$ cat config.mk
export PLATFORM = sky130hd
export DESIGN_NAME = chroma_key_mem_ctrl
export DESIGN_NICKNAME = d
export VERILOG_FILES = /design/src/rtl/chroma_key_mem_ctrl.sv
export SDC_FILE = /design/constraint.sdc
export NUM_CORES = 1
export LEC_CHECK = 0
export CORE_MARGIN = 5
export CORE_UTILIZATION = 57
export CTS_BUF_LIST = sky130_fd_sc_hd__clkbuf_8
export CTS_CLUSTER_DIAMETER = 200
export DETAILED_ROUTE_END_ITERATION = 6
export PLACE_DENSITY = 0.86
export RECOVER_POWER = 50
export SETUP_SLACK_MARGIN = 0.3
export SLEW_MARGIN = 20
export SYNTH_ARGS = -nofsm -noshare
export SYNTH_HDL_FRONTEND = slang
export SYNTH_SLANG_ARGS = --single-unit
$ cat constraint.sdc
create_clock -name clk -period 6 [get_ports clk]
set_input_delay 0.6 -clock clk [delete_from_list [all_inputs] [get_ports clk]]
set_output_delay 0.6 -clock clk [all_outputs]
set_load 0.05 [all_outputs]
$ cat src/rtl/chroma_key_mem_ctrl.sv
// Chroma-key video pipeline: reads a camera frame buffer and a background store,
// replaces green-dominant camera pixels with background, and counts keyed pixels per frame.
module chroma_key_mem_ctrl #(
  parameter int SRC_W  = 320,
  parameter int SRC_H  = 240,
  parameter int BG_W   = 160,
  parameter int BG_H   = 120,
  parameter int NUM_BG = 4,
  parameter int BGA_W  = 17,
  localparam int SEL_W = (NUM_BG > 1) ? $clog2(NUM_BG) : 1
) (
  input  logic             clk,
  input  logic             reset,
  input  logic [9:0]       x_pixel,
  input  logic [9:0]       y_pixel,
  input  logic             DE,
  input  logic             upscale,
  input  logic [SEL_W-1:0] bg_sel,
  input  logic             key_en,
  input  logic [3:0]       key_margin,
  output logic             rclk,
  output logic             d_en,
  output logic [16:0]      rAddr,
  input  logic [15:0]      rData,
  output logic [BGA_W-1:0] bg_rAddr,
  input  logic [15:0]      bg_rData,
  output logic [11:0]      camera_pixel,
  output logic             pixel_de,
  output logic             key_hit,
  output logic [16:0]      frame_key_count,
  output logic             frame_done
);

  assign rclk = clk;

  logic [SEL_W-1:0] bg_idx;
  logic [SEL_W-1:0] sel_c;
  logic [SEL_W-1:0] idx_c;
  logic             fs_c;
  logic [9:0]       sx;
  logic [9:0]       sy;
  logic [10:0]      x_lim;
  logic [10:0]      y_lim;
  logic             in_win;
  logic [16:0]      addr_c;
  logic [BGA_W-1:0] bg_addr_c;

  // On a frame-start pixel the freshly selected background is used immediately.
  always_comb begin
    sel_c = bg_sel;
    if (32'(bg_sel) > 32'(NUM_BG - 1)) sel_c = SEL_W'(NUM_BG - 1);
    fs_c   = (x_pixel == 10'd0) && (y_pixel == 10'd0);
    idx_c  = fs_c ? sel_c : bg_idx;
    sx     = upscale ? (x_pixel >> 1) : x_pixel;
    sy     = upscale ? (y_pixel >> 1) : y_pixel;
    x_lim  = upscale ? 11'(2 * SRC_W) : 11'(SRC_W);
    y_lim  = upscale ? 11'(2 * SRC_H) : 11'(SRC_H);
    in_win = ({1'b0, x_pixel} < x_lim) && ({1'b0, y_pixel} < y_lim);
    addr_c = in_win ? (17'(sy) * 17'(SRC_W) + 17'(sx)) : 17'd0;
    bg_addr_c = BGA_W'(idx_c) * BGA_W'(BG_W * BG_H);
    if (in_win) bg_addr_c = bg_addr_c + BGA_W'(sy >> 1) * BGA_W'(BG_W) + BGA_W'(sx >> 1);
  end

  logic       de1, fs1, ken1;
  logic [3:0] km1;

  always_ff @(posedge clk or posedge reset) begin
    if (reset) begin
      bg_idx   <= '0;
      d_en     <= 1'b0;
      rAddr    <= '0;
      bg_rAddr <= '0;
      de1      <= 1'b0;
      fs1      <= 1'b0;
      ken1     <= 1'b0;
      km1      <= '0;
    end else begin
      if (fs_c) bg_idx <= sel_c;
      d_en     <= in_win;
      rAddr    <= addr_c;
      bg_rAddr <= bg_addr_c;
      de1      <= DE;
      fs1      <= fs_c;
      ken1     <= key_en;
      km1      <= key_margin;
    end
  end

  // Stage 2: memories return data; control rides along with it.
  logic       de2, fs2, den2, ken2;
  logic [3:0] km2;

  always_ff @(posedge clk or posedge reset) begin
    if (reset) begin
      de2  <= 1'b0;
      fs2  <= 1'b0;
      den2 <= 1'b0;
      ken2 <= 1'b0;
      km2  <= '0;
    end else begin
      de2  <= de1;
      fs2  <= fs1;
      den2 <= d_en;
      ken2 <= ken1;
      km2  <= km1;
    end
  end

  logic [3:0]  r, g, b;
  logic        key_c;
  logic        hit_c;
  logic [11:0] pix_c;

  // Margin sums are 5 bits wide so r+margin never wraps.
  always_comb begin
    r     = rData[15:12];
    g     = rData[10:7];
    b     = rData[4:1];
    key_c = ken2 && den2
            && ({1'b0, g} > ({1'b0, r} + {1'b0, km2}))
            && ({1'b0, g} > ({1'b0, b} + {1'b0, km2}));
    hit_c = key_c && de2;
    pix_c = 12'h000;
    if (de2) pix_c = key_c ? {bg_rData[15:12], bg_rData[10:7], bg_rData[4:1]} : {r, g, b};
  end

  logic [16:0] key_cnt;

  always_ff @(posedge clk or posedge reset) begin
    if (reset) begin
      camera_pixel    <= '0;
      pixel_de        <= 1'b0;
      key_hit         <= 1'b0;
      frame_done      <= 1'b0;
      frame_key_count <= '0;
      key_cnt         <= '0;
    end else begin
      camera_pixel <= pix_c;
      pixel_de     <= de2;
      key_hit      <= hit_c;
      if (fs2) begin
        frame_key_count <= key_cnt;
        frame_done      <= 1'b1;
        key_cnt         <= hit_c ? 17'd1 : 17'd0;
      end else begin
        frame_done <= 1'b0;
        if (hit_c && (key_cnt != '1)) key_cnt <= key_cnt + 17'd1;
      end
    end
  end

  logic unused_bits;
  assign unused_bits = ^{rData[11], rData[6:5], rData[0],
                         bg_rData[11], bg_rData[6:5], bg_rData[0]};

endmodule
==> Yosys cells after proc, flatten, opt, wreduce, memory -nomap -nowiden <==
Index checks and enable logic that the tools add are counted.
{ "word_totals": {"in_bits": 63, "mem_bits_ro": 0, "latchBits": 0, "register_bits": 101, "out_inout_bits": 68, "ramBits": 0, "wordCells": 56, "memories": 0} }
{ "op_classes": {"n_reduce_logical": 10, "order_cmp": 4, "n_shift": 0, "n_eq_ne": 1, "n_mux": 13, "n_div": 0, "multipliers": 3, "bitwise": 0, "n_addsub": 6} }
{ "op_table": {"columns": ["operator", "n"], "rows": [
  ["$mux W17", 4],
  ["$mux W10", 3],
  ["$mux W12", 2],
  ["$logic_not A10 Y1", 2],
  ["$add A17 B1 Y17 const B", 1],
  ["$add A17 B10 Y17", 1],
  ["$add A17 B17 Y17", 1],
  ["$add A17 B9 Y17", 1],
  ["$ne A17 B17 Y1 const B", 1],
  ["$mul A9 B3 Y12 const B", 1],
  ["$mul A10 B3 Y11 const B", 1],
  ["$add A4 B4 Y5", 2],
  ["$gt A4 B5 Y1", 2],
  ["$lt A10 B10 Y1", 1],
  ["$lt A10 B9 Y1", 1],
  ["$mul A2 B7 Y9 const B", 1],
  ["$mux W9", 1],
  ["$logic_and A1 B1 Y1", 7],
  ["$mux W1", 2],
  ["$mux W2", 1],
  ["$reduce_bool A2 Y1", 1]
]} }

==> Depth between registers and ports, before layout <==
Gate-level depths: netlist (run 1).
{ "logic_depth": {"ltp_word": 8, "mapped_depth": 17, "mapped_depth_nobuf": 16} }

==> run_results.csv, run 1 <==
group,metric,value,unit
run_status,status,"complete, but fails checks",
run_status,violations,"capacitance limit, slew limit",
cells_and_area,seq_area,0.00240,sq mm
sta,slew_viol_final,127,
pwr,switching_share,0.349,
pwr,combPwrFrac,0.330,
pwr,pwr-share-clk,0.302,
yosys,synthArstFlopShare,1.00,
pwr,vdd_drop_max,0.153,mV
setup_path,crit_buf_inv,2,
setup_path,critPathSlowestCell,"clkdlybuf4s50_1",
die,die-height,112,um
placement,dp.cells,812,
cells_and_area,drive_gt1_frac,0.0963,
setup_path,cp_top_family,"compound AO/OA/AOI/OAI gates",
pwr,p_int,1.24,mW
setup_path,cp_common_cell,"ha_1",
setup_path,end_kind,"flip-flop",
placement,place_ws,0.808,ns
placement,port_buffers,122,
yosys,ys_warn_count,0,
cells_and_area,nNetsFinal,826,
setup_path,ff2ff_setup_slack,2.41,ns
placement,routabilityCongestion,0.962,
yosys,synth_seq_cells,96,
sta,timing.final.ws_setup,1.19,ns
die,ios,131,
route,ant_nets,0,
route,routed_wl,15000,um
yosys,synth_fp_nets,710,
pwr,power_density,252,mW/mm^2
route,drc,0,
yosys,ys.flop_type,"dfrtp_1",
yosys,avgSynthCellArea,10.3,sq um
route,dr.pass1.iters,5,
route,wl_per_cell,18.0,um
setup_path,cp.arrival,5.15,ns
worst_hold_path,hp-class,"flip-flop to flip-flop",
cells_and_area,diodes,0,
clocking,cts_tree,"done",
route,via_count,4799,
setup_path,critPathKind,"input pin to flip-flop",
die,fp.coreArea,0.0102,sq mm
global_route,grt_pass1_vias,4853,
cells_and_area,fillers,738,
sta,period_needed,4.81,ns
clocking,clock_latency,0.47,ns
sta,max_freq,0.208,GHz
global_route,track_usage,0.236,
global_route,grt_max_degree,81,
sta,min_period_over_period,0.802,
die,initial_core_util,0.581,
clocking,post_cts_buffers,0,
setup_path,crit_path_max_fanout,11,
sta,rsz0062_at_grt,"no",
global_route,grt_pass1_wl,23700,um
pwr,p_total,1.90,mW
yosys,ys_seq_area_frac,0.404,
sta,setup_tns,0,ns
pwr,p_leak,3.57,nW
clocking,cts_hold_buf,0,
cells_and_area,multiInputGateArea,0.00330,sq mm
cells_and_area,instances_no_fill,832,
die,die-area,0.0126,sq mm
pwr,netSwitchingPower,0.663,mW
sta,hold_violations,0,
clocking,clk_pin_slew,0.10,ns
setup_path,critical_path.cell_chain,"clkdlybuf4s50_1, buf_4, mux2_2, ha_1, ha_1, a21oi_1, nor2b_1, o21a_1, o41ai_1, xnor2_1, ha_1, nor4bb_1, a21oi_1, o311ai_0, a311oi_1, o21a_1, nor3_1",
global_route,overflow,0,
sta,slew_headroom,-1.31,
clocking,post_cts_resized,0,
sta,tightest_slew,3.46,ns
pwr,seqPwrFrac,0.368,
placement,place_area,0.00726,sq mm
placement,dpl.hpwl,11000,um
setup_path,start_kind,"input pin",
sta,fin_worst_skew,0.0149,ns
route,viasPerCell,5.77,
setup_path,cpPeakStageDelay,0.81,ns
yosys,synth_edf_count,0,
sta,setup_viol,0,
yosys,syn_inst,575,
cells_and_area,fin_area,0.00755,sq mm
job,cap_viol_max_count,2,
yosys,synthesis.area,0.00594,sq mm
yosys,ys_types,53,
setup_path,required,6.34,ns
die,core.rowCount,37,
cells_and_area,synthToLayoutAreaGrowth,27.0,%
global_route,antenna_found_initial,0,
die,die_width,112,um
route,drtIter0Drc,279,
-- metal layers --
layer	vias up	GRT usage	routed length, um
met4	0	0.0817	234
li1	2266	-	-
met3	23	0.0496	898
met2	184	0.414	7820
met1	2326	0.287	6060
met5	-	0	0
-- kinds of logic after synthesis --
kind of cell,after synthesis,synth area share
xor+xnor,26,0.0383
compound gates,87,0.0983
fa+ha+maj,72,0.160
flops,96,0.404
mux,59,0.107
simple gates,176,0.149
buf+inv,59,0.0419
-- cell usage in the layout (no fill, tap or decap), types with 4 or more instances in the layout --
cell type,count
xnor2_1,13
o31ai_1,5
nor4_1,13
clkdlybuf4s50_1,114
a21oi_1,20
dfrtp_1,96
nor2_1,63
nor2b_1,15
nor3_1,15
fa_1,7
or3_1,7
inv_1,32
and2_1,5
ha_1,65
clkbuf_8,13
mux2_2,38
o21a_1,11
nand2_1,21
a21o_1,11
or4_1,4
nand3_1,10
o21ai_0,19
dlygate4sd3_1,8
mux2i_1,21
xor2_1,13
nand2b_1,6
nand4_1,6
-- metrics by stage --
stage | utilization | hold slack [ns]
after global placement | 0.709 | 0.334
after CTS | 0.735 | 0.359
after floorplan | - | 0.331
after global routing | 0.738 | 0.354
after detailed placement | 0.709 | 0.339
final | 0.738 | 0.347
-- registers in the layout, indices dropped and copies added (netlist names), 2 cells and up --
register and count:
bg_rAddr 17, frame_key_count 17, key_cnt 17, camera_pixel 12, rAddr 12, km1 4, km2 4, bg_idx 2
-- path summary, 6_finish.rpt --
path                         start           end  cells past startpoint
min reg2reg                   ken1          ken2                      0
min in group asynchronous    reset        km2[2]                      2
max                        upscale  bg_rAddr[16]                     17
max in group asynchronous    reset     rAddr[16]                      3
max reg2reg                 km2[1]   key_cnt[14]                     12
min                           ken1          ken2                      0
-- area by class of cell --
type / count / area share
Timing Repair Buffer: 126 / 0.168
Clock buffer: 14 / 0.0250
Sequential cell: 96 / 0.318
Inverter: 34 / 0.0171
Multi-Input combinational cell: 420 / 0.438
Tap cell: 136 / 0.0225
Clock inverter: 6 / 0.0116
-- power groups by stage --
stage / Clock, mW / Sequential [mW] / Combinational [mW]
final: 0.574 / 0.700 / 0.628
after global routing: 0.622 / 0.704 / 0.685
after CTS: 0.586 / 0.700 / 0.628
after detailed placement: 0.0385 / 0.713 / 0.620
after global placement: 0.0385 / 0.710 / 0.603
after floorplan: 0.0359 / 0.805 / 0.339
-- synth_stat cells (2+ instances only) --
cell type,n,area [sq um]
and2_1,5,31.3
nor2_1,63,236
xor2_1,13,114
o31ai_1,5,37.5
buf_1,3,11.3
nand4_1,6,37.5
dfrtp_1,96,2400
o21ai_0,19,95.1
or3_1,7,43.8
o41ai_1,2,17.5
buf_2,4,20.0
fa_1,7,140
a21o_1,11,82.6
or2_2,2,12.5
a21boi_0,2,15.0
nand2_1,21,78.8
nor4_1,13,81.3
ha_1,65,813
a211oi_1,2,15.0
nand2b_1,6,37.5
clkbuf_1,12,45.0
a311oi_1,2,17.5
a31oi_1,2,12.5
o21bai_1,2,15.0
nor3_1,15,75.1
mux2i_1,21,210
a21oi_1,20,100
nand3_1,10,50.1
buf_4,6,45.0
nor2b_1,15,93.8
inv_1,33,124
xnor2_1,13,114
or4_1,4,30.0
mux2_2,38,428
nor3b_1,2,15.0
o21a_1,11,82.6
-- worst register-to-register path, delay by kind of cell, from the launching register on --
family,cells,cell delay [ns]
adders and majority gates,2,0.58
muxes,1,0.40
and+or+nand+nor,3,0.67
buffers and inverters,1,0.26
xor gates and xnor gates,1,0.20
AOI/OAI and AO/OA,4,0.92
DFF,1,0.45
(Power assumes the default switching activity.)
==> run 2, diff against run 1 <==
CORE_UTILIZATION = 53   (was 57)
PLACE_DENSITY = 0.8   (was 0.86)
clock period = 4.87 ns   (was 6 ns; I/O delays follow)
==> run 2 against run 1 <==
  * The flow still finishes with violations (capacitance limit, slew limit)
  * Count of clock-buffer cells in the layout unchanged
  * Register-to-register slack worse by 0.91 ns
  * Hold slack better by 0.0053 ns
  * Non-clock buffer count up 10
  * Routed wire length down 4.4%
  * Setup slack worse by 0.75 ns
  * Die area up 6.9%
  * Combinational power up 25%
  * Critical path depth down 1
  * Cell count up 1.7%
  * Sequential cell count unchanged
  * Clock skew down 0.0025 ns
  * Largest cell class unchanged
==> run_results.csv, run 2 (synthesis gave the netlist of run 1 again) <==
group,metric,value,unit
run_status,status,"complete, but fails checks",
run_status,violations,"capacitance limit, slew limit",
die,die_width,116,um
die,die-area,0.0134,sq mm
route,dr.pass1.iters,4,
sta,tightest_slew,2.91,ns
setup_path,crit_path_max_fanout,7,
cells_and_area,top_regs,"bg_rAddr: 17 flops, frame_key_count: 17 flops, key_cnt: 17 flops",
sta,slew_viol_final,145,
pwr,combPwrFrac,0.349,
route,routed_wl,14300,um
job,cap_viol_max_count,3,
sta,hold_violations,0,
worst_hold_path,hp-start,"fs1",
setup_path,rr_startpoint,"km2[0]",
cells_and_area,fillers,852,
setup_path,cp_common_cell,"ha_1",
cells_and_area,final_cell_mix,"clkdlybuf4s50_1, dfrtp_1, ha_1",
die,ios,131,
pwr,pwr-share-clk,0.268,
route,drc,0,
pwr,seqPwrFrac,0.383,
clocking,post_cts_buffers,0,
global_route,track_usage,0.226,
setup_path,crit_buf_inv,1,
clocking,cts_tree,"done",
setup_path,start_kind,"input pin",
setup_path,reg2reg_to,"camera_pixel[0]",
sta,setup_viol,0,
setup_path,cp.depth,16,
route,ant_nets,0,
setup_path,critPathKind,"input pin to flip-flop",
placement,place_ws,0.00526,ns
placement,port_buffers,122,
placement,dpl.hpwl,11100,um
die,initial_core_util,0.543,
cells_and_area,nNetsFinal,836,
global_route,antenna_found_initial,0,
sta,timing.final.ws_setup,0.441,ns
global_route,grt_max_degree,68,
setup_path,critPathSlowestCell,"clkdlybuf4s50_1",
setup_path,rr_worst_depth,11,
clocking,cts_hold_buf,0,
setup_path,critical_path.cell_chain,"clkdlybuf4s50_1, mux2_2, ha_1, ha_1, fa_1, a21o_1, a21boi_0, nor2_1, nor2_1, xnor2_1, ha_1, ha_1, o2111a_1, a211oi_1, xor2_1, mux2i_1",
setup_path,cpPeakStageDelay,0.65,ns
sta,max_freq,0.226,GHz
pwr,p_int,1.43,mW
pwr,netSwitchingPower,0.812,mW
cells_and_area,final_common_cell,"clkdlybuf4s50_1",
sta,slew_headroom,-0.953,
cells_and_area,seq_area,0.00240,sq mm
setup_path,required,5.22,ns
clocking,post_cts_resized,0,
clocking,clock_latency,0.47,ns
sta,min_period_over_period,0.909,
sta,period_needed,4.43,ns
sta,fin_worst_skew,0.0124,ns
die,fp.coreArea,0.0109,sq mm
cells_and_area,diodes,0,
worst_hold_path,hold_depth,0,
global_route,grt_pass1_wl,23700,um
pwr,vdd_drop_max,0.242,mV
setup_path,cp.arrival,4.78,ns
cells_and_area,instances_no_fill,846,
sta,setup_tns,0,ns
route,viasPerCell,5.58,
setup_path,ff2ff_setup_slack,1.50,ns
global_route,grt_pass1_vias,4982,
sta,rsz0062_at_grt,"no",
route,via_count,4721,
worst_hold_path,whs_endpoint,"fs2",
pwr,switching_share,0.361,
route,wl_per_cell,17.0,um
setup_path,cp_top_family,"adder cells",
placement,routabilityCongestion,0.912,
cells_and_area,synthToLayoutAreaGrowth,27.1,%
placement,dp.cells,827,
clocking,clk_pin_slew,0.09,ns
die,die-height,116,um
pwr,p_leak,3.58,nW
cells_and_area,multiInputGateArea,0.00329,sq mm
setup_path,end_kind,"flip-flop",
route,drtIter0Drc,284,
cells_and_area,drive_gt1_frac,0.109,
die,core.rowCount,38,
global_route,overflow,0,
worst_hold_path,hp-class,"flip-flop to flip-flop",
pwr,power_density,297,mW/mm^2
pwr,p_total,2.25,mW
## run 2: power groups by stage
stage          sequential [mW]  combinational, mW  clock (mW)
2_1_floorplan            0.992              0.418      0.0443
3_3_place_gp             0.876              0.757      0.0474
3_5_place_dp             0.878              0.779      0.0474
4_1_cts                  0.862              0.784       0.630
5_1_grt                  0.867              0.856       0.665
6_report                 0.862              0.783       0.602
## run 2: worst max-delay path by stage
stage,start,end
2_1_floorplan,upscale,bg_rAddr[16]
3_3_place_gp,upscale,bg_rAddr[16]
3_5_place_dp,upscale,bg_rAddr[15]
4_1_cts,upscale,bg_rAddr[16]
5_1_grt,upscale,bg_rAddr[16]
6_report,upscale,bg_rAddr[15]
## run 2: area by class of cell
cell class / instances / share of cell area
multi-input combinational: 420 / 0.436
sequential: 96 / 0.318
timing repair buffer: 136 / 0.174
clock buffer: 14 / 0.0250
tap: 140 / 0.0232
inverter: 34 / 0.0171
clock inverter: 6 / 0.00646
## run 2: routing by layer
metal	GRT usage	part of all wire
met4	0.0696	0.012
met2	0.386	0.50
met5	0	0
met1	0.277	0.42
met3	0.0668	0.073
## run 2: through the flow
step / cell area, sq um / util / hold WS (ns)
final: 7550 / 0.691 / 0.352
after global routing: 7550 / 0.691 / 0.365
after CTS: 7560 / 0.691 / 0.356
after detailed placement: 7330 / 0.671 / 0.335
after global placement: 7330 / 0.671 / 0.332
after floorplan: 5940 / - / 0.331
